<file path="config.mk">
export PLATFORM = sky130hd
export DESIGN_NAME = bcd_disp_scan
export DESIGN_NICKNAME = d
export VERILOG_FILES = /design/src/rtl/bcd_disp_pkg.sv /design/src/rtl/bcd_to_seg.sv /design/src/rtl/bcd_disp_scan.sv
export SDC_FILE = /design/constraint.sdc
export NUM_CORES = 1
export LEC_CHECK = 0
export BUFFER_PORTS_ARGS = -buffer_cell sky130_fd_sc_hd__buf_4
export CORE_MARGIN = 10
export CORE_UTILIZATION = 25
export DETAILED_ROUTE_END_ITERATION = 8
export GPL_TIMING_DRIVEN = 0
export HOLD_SLACK_MARGIN = 0.06
export MAX_ROUTING_LAYER = met4
export PLACE_DENSITY = 0.41
export SLEW_MARGIN = 5
export SYNTH_ARGS = -nofsm -noshare
export SYNTH_HDL_FRONTEND = slang
export SYNTH_HIERARCHICAL = 1
export SYNTH_SLANG_ARGS = --single-unit
</file>
<file path="constraint.sdc">
create_clock -name clk -period 2.11 [get_ports clk]
set_input_delay 0 -clock clk [delete_from_list [all_inputs] [get_ports clk]]
set_output_delay 0 -clock clk [all_outputs]
set_load 0.01 [all_outputs]
</file>
<file path="src/rtl/bcd_disp_pkg.sv">
// bcd_disp_pkg: segment type and 7-segment glyph constants ({g,f,e,d,c,b,a}, active-high)
package bcd_disp_pkg;
  typedef logic [6:0] seg_t;
  localparam seg_t SEG_0     = 7'h3F;
  localparam seg_t SEG_1     = 7'h06;
  localparam seg_t SEG_2     = 7'h5B;
  localparam seg_t SEG_3     = 7'h4F;
  localparam seg_t SEG_4     = 7'h66;
  localparam seg_t SEG_5     = 7'h6D;
  localparam seg_t SEG_6     = 7'h7D;
  localparam seg_t SEG_7     = 7'h07;
  localparam seg_t SEG_8     = 7'h7F;
  localparam seg_t SEG_9     = 7'h6F;
  localparam seg_t SEG_DASH  = 7'h40;
  localparam seg_t SEG_BLANK = 7'h00;
endpackage

</file>
<file path="src/rtl/bcd_to_seg.sv">
// bcd_to_seg: combinational BCD to 7-segment decoder; codes above 9 show a dash
// Ports: i_bcd (4-bit code), o_seg (segment pattern)
import bcd_disp_pkg::*;
module bcd_to_seg (
  input  logic [3:0] i_bcd,
  output seg_t       o_seg
);
  always_comb begin
    case (i_bcd)
      4'd0:    o_seg = SEG_0;
      4'd1:    o_seg = SEG_1;
      4'd2:    o_seg = SEG_2;
      4'd3:    o_seg = SEG_3;
      4'd4:    o_seg = SEG_4;
      4'd5:    o_seg = SEG_5;
      4'd6:    o_seg = SEG_6;
      4'd7:    o_seg = SEG_7;
      4'd8:    o_seg = SEG_8;
      4'd9:    o_seg = SEG_9;
      default: o_seg = SEG_DASH;
    endcase
  end
endmodule

</file>
<file path="src/rtl/bcd_disp_scan.sv">
// bcd_disp_scan: multiplexed BCD 7-segment display scanner with digit register file
// Ports: clk, rst (async, active-high), load/digit_sel/bcd_in (digit write),
//        seg (registered segments), an (registered one-hot digit enable), err (sticky bad-code flag)
// Optional: define BCD_DISP_LZB_EN for leading-zero blanking (digit 0 never blanked)
import bcd_disp_pkg::*;
module bcd_disp_scan #(
  parameter int DIGITS      = 4,
  parameter int REFRESH_DIV = 50000
) (
  input  logic                      clk,
  input  logic                      rst,
  input  logic                      load,
  input  logic [$clog2(DIGITS)-1:0] digit_sel,
  input  logic [3:0]                bcd_in,
  output seg_t                      seg,
  output logic [DIGITS-1:0]         an,
  output logic                      err
);
  localparam int SW = $clog2(DIGITS);
  localparam int CW = $clog2(REFRESH_DIV);
  logic [3:0]        r_digits [DIGITS];
  logic [CW-1:0]     r_cnt;
  logic [SW-1:0]     r_idx;
  logic [DIGITS-1:0] r_an;
  seg_t              r_seg;
  logic              r_err;
  logic              w_tick;
  logic              w_wr;
  seg_t              w_dec;
  seg_t              w_seg;
  assign w_tick = r_cnt == CW'(REFRESH_DIV - 1);
  // digit_sel may exceed DIGITS-1 when DIGITS is not a power of two
  assign w_wr   = load && (int'(digit_sel) < DIGITS);
  bcd_to_seg u_dec (.i_bcd(r_digits[r_idx]), .o_seg(w_dec));
`ifdef BCD_DISP_LZB_EN
  logic w_blank;
  // blank when the current digit and every digit above it are zero
  always_comb begin
    w_blank = r_idx != '0;
    for (int i = 0; i < DIGITS; i++)
      if (i >= int'(r_idx) && r_digits[i] != 4'd0) w_blank = 1'b0;
  end
  assign w_seg = w_blank ? SEG_BLANK : w_dec;
`else
  assign w_seg = w_dec;
`endif
  always_ff @(posedge clk or posedge rst) begin
    if (rst) begin
      r_cnt <= '0;
      r_idx <= '0;
      r_an  <= '0;
      r_seg <= SEG_BLANK;
      r_err <= 1'b0;
      for (int i = 0; i < DIGITS; i++) r_digits[i] <= 4'd0;
    end else begin
      r_cnt <= w_tick ? '0 : r_cnt + 1'b1;
      if (w_tick) r_idx <= (r_idx == SW'(DIGITS - 1)) ? '0 : r_idx + 1'b1;
      if (w_wr) begin
        r_digits[digit_sel] <= bcd_in;
        if (bcd_in > 4'd9) r_err <= 1'b1;
      end
      r_an  <= DIGITS'(1) << r_idx;
      r_seg <= w_seg;
    end
  end
  assign an  = r_an;
  assign seg = r_seg;
  assign err = r_err;
endmodule

</file>
======== Yosys cells after proc, flatten, opt, wreduce, memory -nomap -nowiden ========
Memories as Yosys holds them, arrays and structs flattened. A register that Yosys moved wholly into a read port is not among the register bits.
Cells that the tools add are included.
word-level totals
  ROM bits ................................ 112
  word-level logic and storage cells ...... 30
  bits in registers ....................... 39
  memories ................................ 1
  output and inout bits ................... 12
  bits of input ports ..................... 9
memories
  memory            depth  width  read ports  clocked after Yosys merged registers in  write ports  line             RTL
  (name not given)  16     7      1           1                                        0            bcd_to_seg.sv:9  case (i_bcd)
operators by class
  equal/unequal tests ..................... 2
  bitwise operators ....................... 2
  shift operators ......................... 1
  reductions and logical operators ........ 2
  muxes and demuxes ....................... 8
  add/subtract/negate cells ............... 2
  order comparisons ....................... 4
operator list
  operator               number
  $add 16x1->16 const B  1
  $bwmux 16              1
  $eq 16x16->1 const B   1
  $mux 16                1
  $mux 4                 3
  $bmux 4 s2             1
  $demux 4 s2            1
  $ge 3x3->1 const B     2
  $not 2->3              2
  $gt 4x4->1 const B     1
  $shl 1x2->4 const A    1
  $lt 3x1->1 const B     1
  $add 2x1->2 const B    1
  $eq 2x2->1 const B     1
  $mux 2                 1
  $reduce_and 2->1       1
  $logic_and 1x1->1      1

======== Logic depth before layout (Yosys ltp) ========
Gate-level depths: netlist of the first run.
  depth in word-level cells ............... 6
  gate-level depth with buffers ........... 6
  depth with buffers taken out ............ 5

======== Modules after synthesis ========
Netlist of the first run, hierarchy kept.
by module, submodules not included
  module         seq. area each (µm²)  cells each  area each (µm²)  times used
  bcd_disp_scan  1151.1                138         1890.6           1
  bcd_to_seg     0.0                   30          247.7            1

======== Worst setup path after synthesis of the first run ========
No wires, ideal clock.
  path kind ............................... reg-to-reg
  start point ............................. reg r_idx[0]
  end point ............................... reg r_seg[4] (netlist: seg[4])
  clock period less this slack ............ 1.906 ns
  setup time .............................. 0.095 ns
  path slack .............................. 0.204 ns
  stages on the path, launching flop included .. 7
  data arrival time ....................... 1.810 ns
  path buffers ............................ 1
  path through ............................ dfrtp_1 > clkbuf_1 > mux4_2 > inv_1 > ha_1 > nor2b_1 > o32ai_2
between the ends
  cells in the longest elaborated chain, start to end .. 4
RTL lines
  element                                    line                 RTL
  start: declaration                         bcd_disp_scan.sv:23  logic [SW-1:0] r_idx;
  start signal: assignment                   bcd_disp_scan.sv:57  if (w_tick) r_idx <= (r_idx == SW'(DIGITS - 1)) ? '0 : r_idx + 1'b1;
  $not 2->3 (implied by the code)            bcd_disp_scan.sv:34  bcd_to_seg u_dec (.i_bcd(r_digits[r_idx]), .o_seg(w_dec));
  $bmux 4 s2                                 bcd_disp_scan.sv:34
  $mux 4 (implied by the code) (2 in a row)  bcd_disp_scan.sv:34
  end: declaration                           bcd_disp_scan.sv:25  seg_t r_seg;
No other way between the ends. The select of a mux whose other input is x is not followed.
A chain may end at the register's enable or synchronous reset.

======== Worst setup path in the final report of the first run ========
  start point ............................. reg r_cnt[0]
  end point ............................... reg r_idx[1]
between the ends
  cells in the longest elaborated chain, start to end .. 1
RTL lines
  element                   line                 RTL
  start: declaration        bcd_disp_scan.sv:22  logic [CW-1:0] r_cnt;
  start signal: assignment  bcd_disp_scan.sv:56  r_cnt <= w_tick ? '0 : r_cnt + 1'b1;
  $eq 16x16->1              bcd_disp_scan.sv:31  assign w_tick = r_cnt == CW'(REFRESH_DIV - 1);
No other way between the ends.

==> results of run 1 <==
[kinds of logic (layout without fill, tap and decap cells)]
logic type                 Yosys count  after routing
AOI/OAI and AO/OA                   10             10
xor gates and xnor gates            14             14
muxes                               23             23
adders and majority gates           11             11
DFF                                 46             46
and+or+nand+nor                     51             51
buffers and inverters               13             47
[registers in the layout, indices dropped and copies added, names as in the netlist]
register	cells
r_cnt	16
r_digits	16
seg	7
an	4
r_idx	2
err	1
[stage by stage]
stage | power (W) | setup WS (ns) | util (%) | std cells | cell area [um^2]
finish | 0.00221 | 0.149 | 32.0 | 307 | 2640
global route | 0.00235 | 0.0290 | 32.0 | 307 | 2640
CTS | 0.00225 | 0.0824 | 32.0 | 307 | 2640
detailed placement | 0.00143 | -0.0840 | 29.5 | 294 | 2440
global placement | 0.00142 | -0.102 | 29.3 | 293 | 2420
floorplan | 0.00128 | 0.204 | - | 168 | 2140
[layer usage]
layer	GRT usage, %	vias to the layer above	wire, um
met5	-	-	0
met4	2.54	0	33
met3	2.13	2	147
met2	10.8	20	1810
met1	8.74	647	2020
li1	-	646	-
[area by class of cell]
class                      count  share of cell area, %
tap                          105                   4.98
sequential                    46                   43.6
clock inverter                 2                   2.27
timing repair buffer          27                   8.72
multi-input combinational    109                   34.8
inverter                       9                   1.28
clock buffer                   6                   3.13
buffer                         3                   1.14
[synth_stat cells, types with 2 or more instances]
library cell,count,share of area (%)
sky130_fd_sc_hd__dfrtp_1,46,54
sky130_fd_sc_hd__mux2_2,18,9.5
sky130_fd_sc_hd__nor2_1,15,2.6
sky130_fd_sc_hd__ha_1,11,6.4
sky130_fd_sc_hd__inv_1,9,1.6
sky130_fd_sc_hd__xor2_1,8,3.3
sky130_fd_sc_hd__nand3_1,7,1.6
sky130_fd_sc_hd__xnor2_1,6,2.5
sky130_fd_sc_hd__nand2_1,5,0.88
sky130_fd_sc_hd__mux4_2,4,4.2
sky130_fd_sc_hd__nor2b_1,4,1.2
sky130_fd_sc_hd__nor3_1,4,0.94
sky130_fd_sc_hd__nand4_1,3,0.88
sky130_fd_sc_hd__nor4_1,3,0.88
sky130_fd_sc_hd__a21o_1,2,0.70
sky130_fd_sc_hd__buf_6,2,1.1
sky130_fd_sc_hd__nand2b_1,2,0.59
sky130_fd_sc_hd__nand3b_1,2,0.70
sky130_fd_sc_hd__o21ai_0,2,0.47
sky130_fd_sc_hd__o22ai_1,2,0.59
[path summary, 6_finish.rpt]
| check | startpoint | end | cells past startpoint |
|---|---|---|---|
| setup / recovery | r_cnt[0]$_DFF_PP0_ | r_idx[1]$_DFFE_PP0N_ | 5 |
| hold / removal | digit_sel[0] | r_digits[14]$_DFFE_PP0P_ | 3 |
| setup reg to reg | r_cnt[0]$_DFF_PP0_ | r_idx[1]$_DFFE_PP0N_ | 5 |
| hold reg to reg | err$_DFFE_PP0P_ | err$_DFFE_PP0P_ | 1 |
| max in group asynchronous | rst | r_idx[0]$_DFFE_PP0N_ | 4 |
| min in group asynchronous | rst | r_digits[4]$_DFFE_PP0P_ | 3 |
[power breakdown]
part | total, W | internal [W] | switching, W
Clock | 0.000798 | 0.000505 | 0.000293
Combinational | 0.000391 | 0.000214 | 0.000176
Sequential | 0.00102 | 0.000980 | 0.0000369
Total | 0.00221 | 0.00170 | 0.000506
[worst reg2reg max path, delay by kind of cell (launching register included)]
family,cells,cell delay [ns]
simple gates,2,0.72
flops,1,0.39
mux,1,0.33
buf+inv,1,0.24
fa+ha+maj,1,0.19
[what timing repair did]
| item | CTS | global route |
|---|---|---|
| endpoints found under the setup margin | 5 | 2 |
| hold buffers | 6 | 0 |
| gates resized for setup | 0 | 1 |
| endpoints found under the hold margin | 47 | 0 |
==> impl_results.html, run 1 <==
<table>
<tr><th>Metric</th><th>Value</th></tr>
<tr><th colspan="2">Run status</th></tr>
<tr><td>Outcome</td><td>complete, no violations</td></tr>
<tr><th colspan="2">Pwr</th></tr>
<tr><td>Power per standard cell area</td><td>835 mW/mm^2</td></tr>
<tr><td>Leakage power</td><td>1.17 nW</td></tr>
<tr><td>Worst supply voltage drop on vdd</td><td>298 uV</td></tr>
<tr><th colspan="2">Synthesis</th></tr>
<tr><td>Largest family of logic cells by synthesized area</td><td>multiplexers</td></tr>
<tr><td>Count of state elements after synthesis</td><td>46</td></tr>
<tr><td>Post-Syn Instances</td><td>168</td></tr>
<tr><td>Multiplexer share of the synthesized area</td><td>14.2%</td></tr>
<tr><td>Post-synth top flop</td><td>sky130_fd_sc_hd__dfrtp_1</td></tr>
<tr><td>Total number of yosys warnings</td><td>6</td></tr>
<tr><td>Share of synthesized cell area in full adder, half adder and majority cells</td><td>6.44%</td></tr>
<tr><td>Mean instance size in the synthesized netlist</td><td>12.7 um^2</td></tr>
<tr><td>Area of the mapped netlist</td><td>0.00214 mm^2</td></tr>
<tr><td>Synthesized-area fraction occupied by and/or/nand/nor cells</td><td>12.8%</td></tr>
<tr><td>Share of async-settable or async-resettable flops after synthesis</td><td>100%</td></tr>
<tr><td>Portion of the post-synthesis area used by sequential elements</td><td>53.8%</td></tr>
<tr><td>Compound-cell area share of the yosys netlist</td><td>3.86%</td></tr>
<tr><td>Xor/xnor share of the synthesized area</td><td>5.73%</td></tr>
<tr><td>Number of synthesized flops with an enable pin</td><td>0</td></tr>
<tr><td>Number of library cell types mapped by synthesis</td><td>33</td></tr>
<tr><td>Synth Net Count</td><td>188</td></tr>
<tr><th colspan="2">Timing</th></tr>
<tr><td>Setup TNS</td><td>0 ns</td></tr>
<tr><td>Period utilisation layout</td><td>92.9%</td></tr>
<tr><td>Final count of pins violating max slew</td><td>0</td></tr>
<tr><td>Smallest hold slack</td><td>0.173 ns</td></tr>
<tr><td>Final min period</td><td>1.96 ns</td></tr>
<tr><td>Setup-failing EPs final</td><td>0</td></tr>
<tr><td>Worst slew margin relative to its limit</td><td>49.6%</td></tr>
<tr><td>FMAX</td><td>0.510 GHz</td></tr>
<tr><td>Unrepaired setup endpoints after global routing</td><td>false</td></tr>
<tr><td>Final hold vios</td><td>0</td></tr>
<tr><td>Transition at the pin with the smallest max-transition slack</td><td>0.754 ns</td></tr>
<tr><td>Layout Skew</td><td>0.0144 ns</td></tr>
<tr><th colspan="2">GRT</th></tr>
<tr><td>All-Layer GR Usage</td><td>7.10%</td></tr>
<tr><td>Number of antenna violations at the first check in global routing</td><td>0</td></tr>
<tr><td>First-pass GRT wire length</td><td>7.26 mm</td></tr>
<tr><td>Total congestion overflow after global routing</td><td>0</td></tr>
<tr><td>Largest net degree at the start of global routing</td><td>30</td></tr>
<tr><td>Via count of the first global-routing pass</td><td>1,436</td></tr>
<tr><th colspan="2">Critical path</th></tr>
<tr><td>Type of destination of the critical path</td><td>flip-flop</td></tr>
<tr><td>WP data required</td><td>2.29 ns</td></tr>
<tr><td>CP max stage delay</td><td>0.42 ns</td></tr>
<tr><td>Kind of cell with the highest combined delay on the critical path</td><td>simple AND/OR/NAND/NOR gates</td></tr>
<tr><td>Maximum fanout encountered on the critical timing path</td><td>10</td></tr>
<tr><td>Cell at the slowest stage of the critical path</td><td>sky130_fd_sc_hd__nor4_2</td></tr>
<tr><td>CP cell instances</td><td>ha_1 -&gt; nand3_1 -&gt; nor4_2 -&gt; buf_4 -&gt; mux2_1</td></tr>
<tr><td>Critical path data arrival time</td><td>2.14 ns</td></tr>
<tr><td>Total buffers and inverters traversed by the critical path</td><td>1</td></tr>
<tr><td>Reg2Reg Setup Slack</td><td>0.15 ns</td></tr>
<tr><td>Worst Setup Start Kind</td><td>flip-flop</td></tr>
<tr><td>Worst setup path class</td><td>flip-flop to flip-flop</td></tr>
<tr><th colspan="2">Drt</th></tr>
<tr><td>Antenna violation net count after detailed routing</td><td>0</td></tr>
<tr><td>Via count normalized by instance count</td><td>4.28</td></tr>
<tr><td>Remaining DRCs</td><td>0</td></tr>
<tr><td>Drt wl/cell</td><td>13.1 um</td></tr>
<tr><td>Initial drt markers</td><td>43</td></tr>
<tr><td>DRT Wirelength</td><td>4.01 mm</td></tr>
<tr><td>1st-pass router iterations</td><td>4</td></tr>
<tr><td>Via count</td><td>1,315</td></tr>
<tr><th colspan="2">Floorplan</th></tr>
<tr><td>Die footprint</td><td>0.0127 mm^2</td></tr>
<tr><td>I/O pin total</td><td>21</td></tr>
<tr><td>Die Ht</td><td>112 um</td></tr>
<tr><td>Die outline width</td><td>112 um</td></tr>
<tr><td>Initial Utilization</td><td>25.9%</td></tr>
<tr><td>Core Area</td><td>0.00826 mm^2</td></tr>
<tr><td>Number of cell rows</td><td>33</td></tr>
<tr><th colspan="2">Final layout</th></tr>
<tr><td>Most frequent cells in the layout</td><td>sky130_fd_sc_hd__dfrtp_1 (45), sky130_fd_sc_hd__buf_4 (21), sky130_fd_sc_hd__mux2_2 (18)</td></tr>
<tr><td>Area delta synth-&gt;final</td><td>23.5%</td></tr>
<tr><td>Area of the multi-input gates</td><td>920 um^2</td></tr>
<tr><td>Most common library cell in the layout ignoring fill and taps</td><td>sky130_fd_sc_hd__dfrtp_1</td></tr>
<tr><td>Inserted Diodes</td><td>0</td></tr>
<tr><td>Sequential cell area</td><td>0.00115 mm^2</td></tr>
<tr><td>Layout cell share with drive strength beyond 1</td><td>29.7%</td></tr>
<tr><td>Count of nets after finishing</td><td>221</td></tr>
<tr><td>Total of fill cells in the finished design</td><td>849</td></tr>
<tr><th colspan="2">Placed design</th></tr>
<tr><td>Routability Congestion</td><td>0.747</td></tr>
<tr><td>Final HPWL DP</td><td>2.94 mm</td></tr>
<tr><td>Count of input and output buffers</td><td>20</td></tr>
<tr><th colspan="2">Clock tree</th></tr>
<tr><td>Total clock buffers created by CTS</td><td>5</td></tr>
<tr><td>TritonCTS clock tree</td><td>yes</td></tr>
<tr><td>Maximum root-to-sink buffer count</td><td>2</td></tr>
<tr><td>Setup Fix Bufs, Post-CTS</td><td>0</td></tr>
<tr><td>Clock sink count</td><td>46</td></tr>
<tr><td>Insertion delay of the later-clocked pin in the worst-skew pair</td><td>0.30 ns</td></tr>
<tr><td>CTS root buffer</td><td>sky130_fd_sc_hd__clkbuf_8</td></tr>
<tr><td>Reg clk slew, reported paths</td><td>0.09 ns</td></tr>
<tr><td>Maximum level of the CTS H-tree</td><td>2</td></tr>
<tr><th colspan="2">Worst hold path</th></tr>
<tr><td>Class of the worst hold path</td><td>input pin to flip-flop</td></tr>
<tr><th colspan="2">Job</th></tr>
<tr><td>Max-capacitance violation count</td><td>0</td></tr>
</table>
(Power assumes the default switching activity.)
==> inputs of run 2 (changes only) <==
- CTS_BUF_LIST: unset -> sky130_fd_sc_hd__clkbuf_16
==> impl_results.html, run 2 (synthesis results as in run 1) <==
<table>
<tr><th>Metric</th><th>Value</th></tr>
<tr><th colspan="2">Floorplan</th></tr>
<tr><td>Die footprint</td><td>0.0127 mm^2 (unchanged)</td></tr>
<tr><td>I/O pin total</td><td>21 (unchanged)</td></tr>
<tr><td>Die Ht</td><td>112 um (unchanged)</td></tr>
<tr><td>Initial Utilization</td><td>25.9% (unchanged)</td></tr>
<tr><td>Core Area</td><td>0.00826 mm^2 (unchanged)</td></tr>
<tr><td>Die outline width</td><td>112 um (unchanged)</td></tr>
<tr><td>Number of cell rows</td><td>33 (unchanged)</td></tr>
<tr><th colspan="2">Drt</th></tr>
<tr><td>Metal3 WL</td><td>137 um (-6.8%)</td></tr>
<tr><td>DRT Wirelength</td><td>3.97 mm (-0.92%)</td></tr>
<tr><td>Drt wl/cell</td><td>12.9 um (-0.92%)</td></tr>
<tr><td>Initial drt markers</td><td>47 (+9.3%)</td></tr>
<tr><td>M1 wire length</td><td>2.01 mm (-0.30%)</td></tr>
<tr><td>Remaining DRCs</td><td>0 (unchanged)</td></tr>
<tr><td>Highest signal layer in the routed design</td><td>met4</td></tr>
<tr><td>1st-pass router iterations</td><td>4 (unchanged)</td></tr>
<tr><td>Met2 routed WL</td><td>1.79 mm (-1.2%)</td></tr>
<tr><td>Via count</td><td>1,318 (+0.23%)</td></tr>
<tr><td>Via count normalized by instance count</td><td>4.29 (+0.23%)</td></tr>
<tr><td>Antenna violation net count after detailed routing</td><td>0 (unchanged)</td></tr>
<tr><th colspan="2">Timing</th></tr>
<tr><td>FMAX</td><td>0.506 GHz (-0.84%)</td></tr>
<tr><td>Transition at the pin with the smallest max-transition slack</td><td>0.754 ns (-0.000217 ns)</td></tr>
<tr><td>Period utilisation layout</td><td>93.7% (+0.79 points)</td></tr>
<tr><td>Worst slew margin relative to its limit</td><td>49.6% (about the same)</td></tr>
<tr><td>Final count of pins violating max slew</td><td>0 (unchanged)</td></tr>
<tr><td>Final min period</td><td>1.98 ns (+0.0166 ns)</td></tr>
<tr><td>Final hold vios</td><td>0 (unchanged)</td></tr>
<tr><td>Unrepaired setup endpoints after global routing</td><td>false</td></tr>
<tr><td>Layout Skew</td><td>0.00897 ns (-0.00541 ns)</td></tr>
<tr><td>Setup-failing EPs final</td><td>0 (unchanged)</td></tr>
<tr><td>Setup TNS</td><td>0 ns (unchanged)</td></tr>
<tr><th colspan="2">Pwr</th></tr>
<tr><td>Part of the total power dissipated in the clock network</td><td>41.4% (+5.2 points)</td></tr>
<tr><td>Register share of total power</td><td>42.4% (-3.7 points)</td></tr>
<tr><td>Proportion of total power due to net switching</td><td>22.1% (-0.86 points)</td></tr>
<tr><td>Worst supply voltage drop on vdd</td><td>377 uV (+26%)</td></tr>
<tr><td>Leakage power</td><td>1.19 nW (+1.7%)</td></tr>
<tr><td>Combinational fraction of design power</td><td>16.2% (-1.5 points)</td></tr>
<tr><td>Power per standard cell area</td><td>893 mW/mm^2 (+7.0%)</td></tr>
<tr><td>Total power</td><td>0.00240 W (+8.8%)</td></tr>
<tr><td>Switching power summed over all nets</td><td>0.000530 W (+4.8%)</td></tr>
<tr><td>Internal cell power</td><td>0.00187 W (+10%)</td></tr>
<tr><th colspan="2">GRT</th></tr>
<tr><td>Total congestion overflow after global routing</td><td>0 (unchanged)</td></tr>
<tr><td>Via count of the first global-routing pass</td><td>1,428 (-0.56%)</td></tr>
<tr><td>Largest net degree at the start of global routing</td><td>30 (unchanged)</td></tr>
<tr><td>All-Layer GR Usage</td><td>7.02% (-0.080 points)</td></tr>
<tr><td>First-pass GRT wire length</td><td>7.22 mm (-0.47%)</td></tr>
<tr><td>Number of antenna violations at the first check in global routing</td><td>0 (unchanged)</td></tr>
<tr><th colspan="2">Clock tree</th></tr>
<tr><td>Insertion delay of the later-clocked pin in the worst-skew pair</td><td>0.28 ns (-0.02 ns)</td></tr>
<tr><td>CTS root buffer</td><td>sky130_fd_sc_hd__clkbuf_16</td></tr>
<tr><td>Maximum root-to-sink buffer count</td><td>2 (unchanged)</td></tr>
<tr><td>TritonCTS clock tree</td><td>yes</td></tr>
<tr><td>Total clock buffers created by CTS</td><td>5 (unchanged)</td></tr>
<tr><td>Reg clk slew, reported paths</td><td>0.07 ns (-0.02 ns)</td></tr>
<tr><td>Clock sink count</td><td>46 (unchanged)</td></tr>
<tr><td>Setup Fix Bufs, Post-CTS</td><td>0 (unchanged)</td></tr>
<tr><td>Maximum level of the CTS H-tree</td><td>2 (unchanged)</td></tr>
<tr><th colspan="2">Critical path</th></tr>
<tr><td>WP data required</td><td>2.27 ns (-0.02 ns)</td></tr>
<tr><td>Critical path data arrival time</td><td>2.14 ns (about the same)</td></tr>
<tr><td>Kind of cell with the highest combined delay on the critical path</td><td>simple AND/OR/NAND/NOR gates</td></tr>
<tr><td>Type of destination of the critical path</td><td>flip-flop</td></tr>
<tr><td>Depth of the critical timing path with buffers and inverters included</td><td>4 (-1)</td></tr>
<tr><td>Total buffers and inverters traversed by the critical path</td><td>1 (unchanged)</td></tr>
<tr><td>Maximum fanout encountered on the critical timing path</td><td>10 (unchanged)</td></tr>
<tr><td>Worst setup path class</td><td>flip-flop to flip-flop</td></tr>
<tr><td>CP cell instances</td><td>or4b_1 -&gt; nor4_2 -&gt; buf_4 -&gt; mux2_1</td></tr>
<tr><td>Cells on worst reg2reg path</td><td>4 (-1)</td></tr>
<tr><td>Worst Setup Start Kind</td><td>flip-flop</td></tr>
<tr><td>Cell at the slowest stage of the critical path</td><td>sky130_fd_sc_hd__or4b_1</td></tr>
<tr><td>CP max stage delay</td><td>0.55 ns (+0.13 ns)</td></tr>
<tr><th colspan="2">Final layout</th></tr>
<tr><td>Area of the multi-input gates</td><td>920 um^2 (unchanged)</td></tr>
<tr><td>Most common library cell in the layout ignoring fill and taps</td><td>sky130_fd_sc_hd__dfrtp_1</td></tr>
<tr><td>Layout cell share with drive strength beyond 1</td><td>29.2% (-0.50 points)</td></tr>
<tr><td>Count of nets after finishing</td><td>221 (unchanged)</td></tr>
<tr><td>Total of fill cells in the finished design</td><td>832 (-2.0%)</td></tr>
<tr><td>Final cell utilization of the core</td><td>32.5% (+0.56 points)</td></tr>
<tr><td>Area delta synth-&gt;final</td><td>25.6%</td></tr>
<tr><td>Inserted Diodes</td><td>0 (unchanged)</td></tr>
<tr><td>Most frequent cells in the layout</td><td>sky130_fd_sc_hd__dfrtp_1 (45), sky130_fd_sc_hd__buf_4 (21), sky130_fd_sc_hd__mux2_2 (18)</td></tr>
<tr><td>Sequential cell area</td><td>0.00115 mm^2 (unchanged)</td></tr>
<tr><th colspan="2">Placed design</th></tr>
<tr><td>Routability Congestion</td><td>0.747 (unchanged)</td></tr>
<tr><td>Count of input and output buffers</td><td>20 (unchanged)</td></tr>
<tr><td>Final HPWL DP</td><td>2.94 mm (unchanged)</td></tr>
<tr><th colspan="2">Job</th></tr>
<tr><td>Max-capacitance violation count</td><td>0 (unchanged)</td></tr>
<tr><th colspan="2">Run status</th></tr>
<tr><td>Outcome</td><td>complete, no violations</td></tr>
<tr><th colspan="2">Worst hold path</th></tr>
<tr><td>Class of the worst hold path</td><td>input pin to flip-flop</td></tr>
<tr><td>Hold path depth</td><td>3 (unchanged)</td></tr>
</table>
run 2: stage by stage:
stage,std cells,hold WS (ns),setup WS (ns),area [um^2]
finish,307,0.192,0.133,2690
global route,307,0.195,0.0250,2690
CTS,307,0.188,0.0884,2690
detailed placement,294,0.0274,-0.0840,2440
global placement,293,0.264,-0.102,2420
floorplan,168,0.151,0.204,2140
run 2: path summary, 6_finish.rpt:
path	start	endpoint	slack, ns
hold / removal	digit_sel[0]	r_digits[14]$_DFFE_PP0P_	0.19
setup / recovery	r_cnt[7]$_DFF_PP0_	r_idx[1]$_DFFE_PP0N_	0.13
max in group asynchronous	rst	r_idx[0]$_DFFE_PP0N_	1.34
hold reg to reg	err$_DFFE_PP0P_	err$_DFFE_PP0P_	0.48
min in group asynchronous	rst	r_digits[4]$_DFFE_PP0P_	0.26
setup reg to reg	r_cnt[7]$_DFF_PP0_	r_idx[1]$_DFFE_PP0N_	0.13
run 2: routing by layer:
metal  global-route usage [%]  vias to the layer above
li1                         -                      646
met1                     8.87                      653
met2                     10.5                       17
met3                     2.29                        2
met4                     2.03                        0
met5                        -                        -
run 2: power by group through the flow:
stage               sequential, W  clock (W)  combinational [W]
finish                    0.00102   0.000993           0.000389
global route              0.00103    0.00107           0.000440
CTS                       0.00102    0.00102           0.000400
detailed placement        0.00104          0           0.000391
global placement          0.00103          0           0.000383
floorplan                 0.00105          0           0.000231
run 2: timing repair:
action	CTS	global route
pin swaps	0	0
endpoints found under the hold margin	34	0
hold buffers	6	0
resized for setup	0	1
setup endpoints to repair	5	2
run 2: layout make-up:
type                    instances  share of cell area, %
repair buffers                 27                   8.57
inverters                       9                   1.26
multi-input cells             109                   34.2
clock buffers                   5                   4.66
well taps                     105                   4.89
plain buffers                   3                   1.12
clock inverters                 3                   2.38
flip-flops and latches         46                   42.9
run 2: worst min-delay path, cell delays in order:
cell and delay, ns:
sky130_fd_sc_hd__buf_4 0.09, sky130_fd_sc_hd__nor3b_1 0.11, sky130_fd_sc_hd__mux2_2 0.24
